<file path="config.mk">
export PLATFORM = sky130hd
export DESIGN_NAME = bus_reader_flat
export DESIGN_NICKNAME = d
export VERILOG_FILES = /design/src/rtl/bus_reader_if.sv /design/src/rtl/bus_reader.sv /design/src/flat_wrapper.sv
export SDC_FILE = /design/constraint.sdc
export NUM_CORES = 1
export LEC_CHECK = 0
export CORE_ASPECT_RATIO = 0.8
export CORE_MARGIN = 2
export CORE_UTILIZATION = 60
export DETAILED_ROUTE_END_ITERATION = 10
export HOLD_SLACK_MARGIN = 0.03
export PLACE_DENSITY = 0.83
export SYNTH_ARGS = -nofsm -noshare
export SYNTH_HDL_FRONTEND = slang
export SYNTH_SLANG_ARGS = --single-unit
export TNS_END_PERCENT = 10
</file>
<file path="constraint.sdc">
create_clock -name clk -period 3.5 [get_ports clk]
set_clock_uncertainty 0.1 [all_clocks]
set_input_delay 1.05 -clock clk [delete_from_list [all_inputs] [get_ports clk]]
set_output_delay 1.05 -clock clk [all_outputs]
set_load 0.05 [all_outputs]
</file>
<file path="src/rtl/bus_reader_if.sv">
// Bus-side and consumer-side signals of bus_reader, grouped for port connection.
// slave = the reader itself; master = whatever drives the bus and drains the FIFO.
interface bus_reader_if #(
  parameter int WIDTH = 8,
  parameter int DEPTH = 4
);
  logic [WIDTH-1:0]         d_bus;
  logic                     oe;
  logic                     not_in;
  logic [WIDTH-1:0]         d_out;
  logic                     src_out;
  logic                     valid;
  logic                     ready;
  logic [$clog2(DEPTH):0]   count;
  logic                     overflow;
  logic                     clr_ovf;

  modport slave (
    input  d_bus, oe, not_in, ready, clr_ovf,
    output d_out, src_out, valid, count, overflow
  );

  modport master (
    output d_bus, oe, not_in, ready, clr_ovf,
    input  d_out, src_out, valid, count, overflow
  );
endinterface

</file>
<file path="src/rtl/bus_reader.sv">
// Reader for the shared tri-state bus: waits for the driver to settle, captures
// {source, data} once per transfer and queues it in a FIFO drained by valid/ready.
module bus_reader #(
  parameter int WIDTH  = 8,
  parameter int DEPTH  = 4,
  parameter int SETTLE = 2
) (
  input  logic         clk,
  input  logic         rst,
  bus_reader_if.slave  bus
);

  localparam int AW = $clog2(DEPTH);
  localparam int CW = (SETTLE > 1) ? $clog2(SETTLE) : 1;
  localparam int EW = WIDTH + 1;

  typedef enum logic [1:0] {
    ST_IDLE    = 2'd0,
    ST_SETTLE  = 2'd1,
    ST_CAPTURE = 2'd2,
    ST_HOLD    = 2'd3
  } state_t;

  state_t          r_state;
  state_t          w_state_nxt;
  logic [CW-1:0]   r_cnt;
  logic [CW-1:0]   w_cnt_nxt;
  logic            r_cur_src;
  logic            w_src_nxt;
  logic            w_push;
  logic            w_settle_done;

  logic [EW-1:0]   r_mem [DEPTH];
  logic [AW-1:0]   r_wptr;
  logic [AW-1:0]   r_rptr;
  logic [AW-1:0]   w_rptr_nxt;
  logic [AW:0]     r_count;
  logic [AW:0]     w_count_nxt;
  logic [WIDTH-1:0] r_dout;
  logic            r_src;
  logic            r_valid;
  logic            r_ovf;
  logic            w_full;
  logic            w_pop;
  logic            w_store;
  logic            w_drop;
  logic [EW-1:0]   w_entry;
  logic [EW-1:0]   w_head;

  // The cycle in which oe is first seen low (IDLE, or HOLD on a source change)
  // counts as the first settle cycle, so CAPTURE lands SETTLE cycles after oe falls.
  assign w_settle_done = (int'(r_cnt) + 32'sd1) >= (SETTLE - 32'sd1);

  // FSM state, settle counter and current source tag
  always_ff @(posedge clk or posedge rst) begin
    if (rst) begin
      r_state   <= ST_IDLE;
      r_cnt     <= CW'(0);
      r_cur_src <= 1'b0;
    end else begin
      r_state   <= w_state_nxt;
      r_cnt     <= w_cnt_nxt;
      r_cur_src <= w_src_nxt;
    end
  end

  // FSM next-state and capture strobe
  always_comb begin
    w_state_nxt = r_state;
    w_cnt_nxt   = r_cnt;
    w_src_nxt   = r_cur_src;
    w_push      = 1'b0;
    case (r_state)
      ST_IDLE: begin
        if (!bus.oe) begin
          w_state_nxt = ST_SETTLE;
          w_cnt_nxt   = CW'(0);
          w_src_nxt   = bus.not_in;
        end else begin
          w_state_nxt = ST_IDLE;
        end
      end
      ST_SETTLE: begin
        if (bus.oe) begin
          w_state_nxt = ST_IDLE;
        end else if (bus.not_in != r_cur_src) begin
          w_cnt_nxt   = CW'(0);
          w_src_nxt   = bus.not_in;
        end else if (w_settle_done) begin
          w_state_nxt = ST_CAPTURE;
        end else begin
          w_cnt_nxt   = r_cnt + CW'(1);
        end
      end
      ST_CAPTURE: begin
        w_push      = 1'b1;
        w_state_nxt = ST_HOLD;
      end
      ST_HOLD: begin
        if (bus.oe) begin
          w_state_nxt = ST_IDLE;
        end else if (bus.not_in != r_cur_src) begin
          w_state_nxt = ST_SETTLE;
          w_cnt_nxt   = CW'(0);
          w_src_nxt   = bus.not_in;
        end else begin
          w_state_nxt = ST_HOLD;
        end
      end
      default: begin
        w_state_nxt = ST_IDLE;
        w_cnt_nxt   = CW'(0);
      end
    endcase
  end

  assign w_entry = {r_cur_src, bus.d_bus};
  assign w_full  = (r_count == (AW+1)'(DEPTH));
  assign w_pop   = r_valid & bus.ready;
  // A pop on a full FIFO frees the slot the simultaneous push needs.
  assign w_store = w_push & (~w_full | w_pop);
  assign w_drop  = w_push & w_full & ~w_pop;

  // FIFO bookkeeping: read pointer, occupancy and next head entry
  always_comb begin
    w_rptr_nxt  = r_rptr;
    w_count_nxt = r_count;
    if (w_pop) begin
      w_rptr_nxt = r_rptr + AW'(1);
    end else begin
      w_rptr_nxt = r_rptr;
    end
    case ({w_store, w_pop})
      2'b10:   w_count_nxt = r_count + (AW+1)'(1);
      2'b01:   w_count_nxt = r_count - (AW+1)'(1);
      default: w_count_nxt = r_count;
    endcase
    if (w_store && (r_wptr == w_rptr_nxt)) begin
      w_head = w_entry;
    end else begin
      w_head = r_mem[w_rptr_nxt];
    end
  end

  // FIFO storage array
  always_ff @(posedge clk) begin
    if (w_store) begin
      r_mem[r_wptr] <= w_entry;
    end
  end

  // FIFO pointers, registered head, status flags
  always_ff @(posedge clk or posedge rst) begin
    if (rst) begin
      r_wptr  <= AW'(0);
      r_rptr  <= AW'(0);
      r_count <= (AW+1)'(0);
      r_dout  <= WIDTH'(0);
      r_src   <= 1'b0;
      r_valid <= 1'b0;
      r_ovf   <= 1'b0;
    end else begin
      if (w_store) begin
        r_wptr <= r_wptr + AW'(1);
      end
      r_rptr  <= w_rptr_nxt;
      r_count <= w_count_nxt;
      r_valid <= (w_count_nxt != (AW+1)'(0));
      // Head holds its last value once the FIFO runs empty.
      if (w_count_nxt != (AW+1)'(0)) begin
        {r_src, r_dout} <= w_head;
      end
      if (w_drop) begin
        r_ovf <= 1'b1;
      end else if (bus.clr_ovf) begin
        r_ovf <= 1'b0;
      end
    end
  end

  assign bus.d_out    = r_dout;
  assign bus.src_out  = r_src;
  assign bus.valid    = r_valid;
  assign bus.count    = r_count;
  assign bus.overflow = r_ovf;

endmodule

</file>
<file path="src/flat_wrapper.sv">
// flat-port wrapper written by rule: the top's interface ports become plain ports
module bus_reader_flat 
#(
  parameter int WIDTH  = 8,
  parameter int DEPTH  = 4,
  parameter int SETTLE = 2
)
  (clk, rst, bus_d_bus, bus_oe, bus_not_in, bus_ready, bus_clr_ovf, bus_d_out, bus_src_out, bus_valid, bus_count, bus_overflow);
  bus_reader_if #(.WIDTH(WIDTH), .DEPTH(DEPTH)) bus_i ();
  input  logic clk;
  input  logic rst;
  input wire logic [$bits(bus_i.d_bus)-1:0] bus_d_bus;
  input wire logic [$bits(bus_i.oe)-1:0] bus_oe;
  input wire logic [$bits(bus_i.not_in)-1:0] bus_not_in;
  input wire logic [$bits(bus_i.ready)-1:0] bus_ready;
  input wire logic [$bits(bus_i.clr_ovf)-1:0] bus_clr_ovf;
  output wire logic [$bits(bus_i.d_out)-1:0] bus_d_out;
  output wire logic [$bits(bus_i.src_out)-1:0] bus_src_out;
  output wire logic [$bits(bus_i.valid)-1:0] bus_valid;
  output wire logic [$bits(bus_i.count)-1:0] bus_count;
  output wire logic [$bits(bus_i.overflow)-1:0] bus_overflow;
  assign bus_i.d_bus = bus_d_bus;
  assign bus_i.oe = bus_oe;
  assign bus_i.not_in = bus_not_in;
  assign bus_i.ready = bus_ready;
  assign bus_i.clr_ovf = bus_clr_ovf;
  assign bus_d_out = bus_i.d_out;
  assign bus_src_out = bus_i.src_out;
  assign bus_valid = bus_i.valid;
  assign bus_count = bus_i.count;
  assign bus_overflow = bus_i.overflow;
  bus_reader #(.WIDTH(WIDTH), .DEPTH(DEPTH), .SETTLE(SETTLE)) u_core (.clk(clk), .rst(rst), .bus(bus_i));
endmodule
</file>
==> flow_metrics.py, run 1 <==
metrics = {
    "timing": {
        "worstMarginPinSlew_ns": 0.800,
        "period_needed_ns": 3.19,
        "setup_tns_ns": 0,
        "fin_crit_sh_pct": 91.3,
        "setup_viol_count_final": 0,
        "max_slew_margin_pct": 46.6,
        "grt_setup_unrepaired": "false",
        "hold_viol": 0,
        "finalMaxSlewViolations": 0,
        "fmax_mhz": 313,
        "hold_ws_ns": 0.390,
    },
    "clock_tree": {
        "cts_tree": "done",
        "cts-root-buf": "clkbuf_8",
        "clk_pin_slew_worst_paths_ns": 0.06,
        "hold_buffers": 0,
        "cts_resized": 0,
        "clock_path_buffers": 2,
        "post-cts-setup-buffer-count": 0,
        "cts_buffers": 9,
        "htree_levels": 3,
        "cts.sinks": 57,
        "insertion_delay_ns": 0.33,
    },
    "setup_path": {
        "cp-start-kind": "primary input",
        "cp-end-kind": "flop",
        "required_ns": 3.60,
        "path_max_fanout": 10,
        "critPathKind": "in -> reg",
        "timing.rr.start": "u_core.r_state[0]",
        "worstPathArrival_ns": 3.29,
        "critPathLaunch": "bus_ready",
    },
    "yosys": {
        "postSynthAreaPerCell_sq_um": 14.6,
        "ys_types": 37,
        "yosys_register_bits": 57,
        "syn_nets": 216,
        "synth_warnings": 0,
        "syn-instance-count": 197,
        "syn_area_sq_mm": 0.00288,
        "yosysSeqAreaShare_pct": 55.9,
    },
    "pwr": {
        "seqPwrFrac_pct": 37.2,
        "internal-power_uw": 1830,
        "vdd_drop_max_uv": 584,
        "p_leak_uw": 0.00143,
        "p_switching_uw": 1140,
        "power_density_mw_per_mm2": 869,
        "p_clk_share_pct": 19.5,
        "p_sw_share_pct": 38.3,
        "p_comb_share_pct": 43.3,
    },
    "routing": {
        "drc_errors": 0,
        "vias": 1791,
        "dr.first_iter.drc_count": 130,
        "wl_per_cell_microns": 19.4,
        "wl_microns": 5840,
        "ant_nets": 0,
        "avgViaCountPerCell": 5.95,
        "drt_pre_antenna_iters": 5,
    },
    "finish": {
        "mostFrequentLayoutCell": "mux2i_1",
        "drive_gt1_share_pct": 18.3,
        "diodes": 0,
        "final_cell_mix": "mux2i_1, edfxtp_1, clkdlybuf4s50_1",
        "area_growth_pct": 18.8,
        "final_nets": 255,
    },
    "global_route": {
        "grt_pass1_wl_microns": 9220,
        "antenna_found_initial": 0,
        "grt_usage_pct": 24.7,
        "grt_max_degree": 34,
        "grt_pass1_vias": 1846,
        "grt-ovfl-total": 0,
    },
    "floorplan": {
        "fp.dieW_microns": 81.4,
        "ioPinCount": 28,
        "core_sq_mm": 0.00460,
        "rows": 22,
        "initial_utilization_pct": 62.6,
        "die_h_microns": 65.9,
        "dieArea_sq_mm": 0.00537,
    },
    "min_path": {
        "hold_path_class": "reg -> reg",
        "hp-start": "u_core.bus.d_out[0]",
    },
    "placement": {
        "port_buffers": 27,
        "globalplace.congestion": 0.757,
        "hpwl_microns": 3930,
    },
    "run": {
        "max_cap_violations": 0,
    },
    "status": {
        "status": "completed",
    },
}
path summary, 6_finish.rpt:
| path | end | slack, ns | cells past startpoint |
|---|---|---|---|
| min in group asynchronous | u_core.bus.overflow | 1.08 | 2 |
| hold reg to reg | u_core.bus.d_out[0] | 0.39 | 1 |
| setup reg to reg | u_core.bus.d_out[3] | 0.93 | 7 |
| hold / removal | u_core.bus.d_out[0] | 0.39 | 1 |
| max in group asynchronous | u_core.bus.valid | 1.72 | 2 |
| setup / recovery | u_core.bus.d_out[3] | 0.31 | 8 |
routing by layer:
layer | track usage, % | vias up | share of wire [%]
met5 | 0 | - | 0
met4 | 10.4 | 0 | 1.5
met3 | 5.87 | 10 | 6.0
met2 | 40.2 | 57 | 50
met1 | 32.0 | 911 | 42
li1 | - | 813 | -
power groups by stage:
stage	clock network (uW)	registers [uW]	logic, uW
global route	621	1130	1370
finish	579	1100	1290
floorplan	0	1280	743
CTS	589	1110	1290
detailed placement	0	1120	1280
global placement	0	1100	1230
cell usage after synthesis:
cell | number | area share, %
o311ai_1 | 1 | 0.30
mux2i_1 | 45 | 16
a21bo_2 | 1 | 0.35
ha_1 | 4 | 1.7
clkbuf_1 | 1 | 0.13
or4_1 | 1 | 0.26
mux2_2 | 8 | 3.1
nand4_1 | 2 | 0.43
nand3_1 | 1 | 0.17
nand3b_1 | 1 | 0.26
a21oi_1 | 4 | 0.70
nor2_1 | 6 | 0.78
nand2_2 | 1 | 0.22
mux4_2 | 9 | 7.0
and2_1 | 5 | 1.1
nor2b_1 | 1 | 0.22
nand2b_1 | 1 | 0.22
xnor2_1 | 5 | 1.5
o21ai_0 | 5 | 0.87
buf_6 | 2 | 0.78
nor2b_4 | 1 | 0.48
o221ai_1 | 1 | 0.30
or4_4 | 1 | 0.39
edfxtp_1 | 36 | 38
buf_4 | 3 | 0.78
buf_2 | 2 | 0.35
nand4b_1 | 1 | 0.30
a21oi_4 | 1 | 0.57
fa_1 | 1 | 0.70
nor3_1 | 1 | 0.17
dfrtp_1 | 21 | 18
mux2_1 | 2 | 0.78
o211ai_1 | 1 | 0.26
inv_1 | 15 | 2.0
nand2_1 | 4 | 0.52
a31oi_2 | 1 | 0.43
o31ai_1 | 1 | 0.26
logic make-up (layout without fill, tap and decap cells):
| kind of cell | after synthesis | count (layout) | synth area share [%] |
|---|---|---|---|
| adder cells (fa/ha/maj) | 5 | 5 | 2.44 |
| AND/OR/NAND/NOR | 27 | 27 | 5.52 |
| AO/OA/AOI/OAI | 16 | 16 | 4.05 |
| flip-flops | 57 | 57 | 55.9 |
| XOR/XNOR | 5 | 5 | 1.52 |
| buffers and inverters | 23 | 67 | 4.00 |
| multiplexers | 64 | 64 | 26.6 |
stage by stage:
stage	utilization [%]	setup WS, ns	area, sq um	instances	total power, uW
6_report	74.4	0.305	3420	301	2970
5_1_grt	74.4	0.301	3420	301	3120
4_1_cts	74.4	0.372	3420	301	2980
3_5_place_dp	70.3	0.0303	3230	285	2400
3_3_place_gp	70.3	0.136	3230	285	2330
2_1_floorplan	-	0.564	2880	197	2020
sequential cells by signal (all words and copies together) (netlist names):
register	cells
u_core.bus.src_out	1
u_core.bus.valid	1
u_core.r_cur_src	1
u_core.r_rptr	2
u_core.bus.count	3
u_core.r_mem	36
u_core.r_state	2
u_core.r_wptr	2
u_core.bus.d_out	8
u_core.bus.overflow	1
cell type report:
class / count / area (sq um)
clock buffers: 12 / 145
clock inverters: 4 / 42.5
fillers: 313 / 1180
inverters: 15 / 56.3
multi-input cells: 117 / 1150
flip-flops and latches: 57 / 1610
well taps: 60 / 75.1
repair buffers: 36 / 338
critical path: stages:
cell	delay [ns]
clkdlybuf4s50_1	0.46
nand2_2	0.09
nor2_1	0.07
fa_1	0.43
or4_1	0.55
nand4_1	0.18
a21oi_4	0.11
mux2_1	0.35
(Power assumes the default switching activity.)
==> inputs of run 2 (changes only) <==
- CAP_MARGIN: unset -> 20
- CORE_ASPECT_RATIO: 0.8 -> unset
==> flow_metrics.py, run 2 (synthesized netlist as in run 1, its figures left out) <==
metrics = {
    "global_route": {
        "antenna_found_initial": 0,
        "grt_pass1_vias": 1727,
        "grt_pass1_wl_microns": 8980,
        "grt_usage_pct": 23.8,
        "grt-ovfl-total": 0,
        "grt_max_degree": 34,
    },
    "finish": {
        "final_cell_mix": "mux2i_1, edfxtp_1, clkdlybuf4s50_1",
        "regMostFlops": "u_core.r_mem",
        "stdcell_count": 297,
        "area_growth_pct": 18.1,
        "mostFrequentLayoutCell": "mux2i_1",
        "diodes": 0,
        "final_nets": 257,
        "largest_register_ffs": 36,
        "drive_gt1_share_pct": 18.1,
    },
    "clock_tree": {
        "hold_buffers": 0,
        "insertion_delay_ns": 0.33,
        "clock_path_buffers": 2,
        "clk_pin_slew_worst_paths_ns": 0.06,
        "htree_levels": 3,
        "post-cts-setup-buffer-count": 0,
        "cts_resized": 0,
        "cts_tree": "done",
        "cts.sinks": 57,
        "cts_buffers": 9,
        "cts-root-buf": "clkbuf_8",
    },
    "setup_path": {
        "cp_slowest_stage_delay_ns": 0.53,
        "timing.rr.start": "u_core.r_state[0]",
        "ff2ff_path_depth": 7,
        "cp-end-kind": "flop",
        "crit_slowest_cell": "or4_1",
        "path_max_fanout": 10,
        "r2r_end": "u_core.bus.d_out[3]",
        "ff2ff_setup_slack_ns": 0.98,
        "cp-start-kind": "primary input",
        "critPathLaunch": "bus_ready",
        "worstPathCellList": "clkdlybuf4s50_1 -> nand2_2 -> nor2_1 -> fa_1 -> or4_1 -> nand4_1 -> a21oi_4 -> mux2_1",
        "required_ns": 3.61,
        "worstPathArrival_ns": 3.23,
        "endpoint": "u_core.bus.d_out[3]",
        "critPathKind": "in -> reg",
    },
    "pwr": {
        "seqPwrFrac_pct": 37.9,
        "power_density_mw_per_mm2": 850,
        "p_clk_share_pct": 17.8,
        "p_switching_uw": 1120,
        "internal-power_uw": 1770,
        "p_leak_uw": 0.00143,
        "p_comb_share_pct": 44.3,
        "vdd_drop_max_uv": 471,
        "p_sw_share_pct": 38.6,
    },
    "floorplan": {
        "fp.dieW_microns": 73.2,
        "initial_utilization_pct": 61.7,
        "ioPinCount": 28,
        "core_sq_mm": 0.00466,
        "die_h_microns": 73.2,
        "rows": 25,
        "dieArea_sq_mm": 0.00536,
    },
    "timing": {
        "layout_setup_ws_ns": 0.375,
        "finalMaxSlewViolations": 0,
        "max_slew_margin_pct": 46.3,
        "fmax_mhz": 320,
        "period_needed_ns": 3.13,
        "grt_setup_unrepaired": "false",
        "fin_crit_sh_pct": 89.3,
        "hold_viol": 0,
        "setup_viol_count_final": 0,
        "worstMarginPinSlew_ns": 0.805,
        "setup_tns_ns": 0,
    },
    "run": {
        "max_cap_violations": 0,
    },
    "routing": {
        "wl_per_cell_microns": 18.8,
        "ant_nets": 0,
        "vias": 1717,
        "dr.first_iter.drc_count": 84,
        "avgViaCountPerCell": 5.78,
        "wl_microns": 5580,
        "drt_pre_antenna_iters": 4,
        "drc_errors": 0,
    },
    "min_path": {
        "hold_path_class": "reg -> reg",
    },
    "placement": {
        "globalplace.congestion": 0.796,
        "pre_cts_ws_ns": 0.0427,
        "hpwl_microns": 3930,
        "port_buffers": 27,
        "dp_cells": 281,
    },
    "status": {
        "status": "completed",
    },
}
-- run 2: cell types whose count changed in the layout (fill, tap and decap cells not counted) --
| cell | change |
|---|---|
| clkbuf_1 | +4 |
| clkinv_1 | -2 |
| clkinv_2 | -1 |
| buf_4 | +2 |
| bufinv_16 | -1 |
-- run 2: worst min path at each step --
stage | endpoint | slack, ns | from | cells after the start
3_3_place_gp | u_core.bus.d_out[0] | 0.40 | u_core.bus.d_out[0] | 1
3_5_place_dp | u_core.bus.d_out[0] | 0.40 | u_core.bus.d_out[0] | 1
4_1_cts | u_core.bus.d_out[0] | 0.41 | u_core.bus.d_out[0] | 1
6_report | u_core.bus.d_out[0] | 0.40 | u_core.bus.d_out[0] | 1
2_1_floorplan | u_core.r_state[0] | 0.42 | u_core.r_state[1] | 2
5_1_grt | u_core.bus.d_out[0] | 0.43 | u_core.bus.d_out[0] | 1
-- run 2: cell type report --
type,count,area (sq um)
Tap cell,54,67.6
Clock buffer,16,160
Timing Repair Buffer,38,353
Fill cell,310,1260
Sequential cell,57,1610
Inverter,15,56.3
Multi-Input combinational cell,117,1150
-- run 2: stage by stage --
stage,hold slack (ns),power [uW],utilization [%],area (sq um)
floorplan,0.418,2020,-,2880
global placement,0.396,2330,69.5,3240
detailed placement,0.395,2400,69.5,3240
CTS,0.408,2910,72.9,3400
global route,0.429,3050,72.9,3400
finish,0.398,2890,72.9,3400
-- run 2: critical path: cells and delay by family --
family,cells,cell delay (ns)
buf+inv,1,0.44
simple gates,4,0.87
fa+ha+maj,1,0.42
compound gates,1,0.10
mux,1,0.34
-- run 2: power by group through the flow --
stage	Sequential [uW]	Clock [uW]	Combinational (uW)
floorplan	1280	0	743
global placement	1100	0	1240
detailed placement	1110	0	1290
CTS	1100	520	1290
global route	1130	548	1370
finish	1090	513	1280
-- run 2: layer usage --
metal  share of wire, %  GRT usage [%]  wire, microns
met5                  0              0              0
met4                1.6           9.88             88
met3                5.2           5.39            290
met2                 49           36.4           2730
met1                 44           33.0           2470
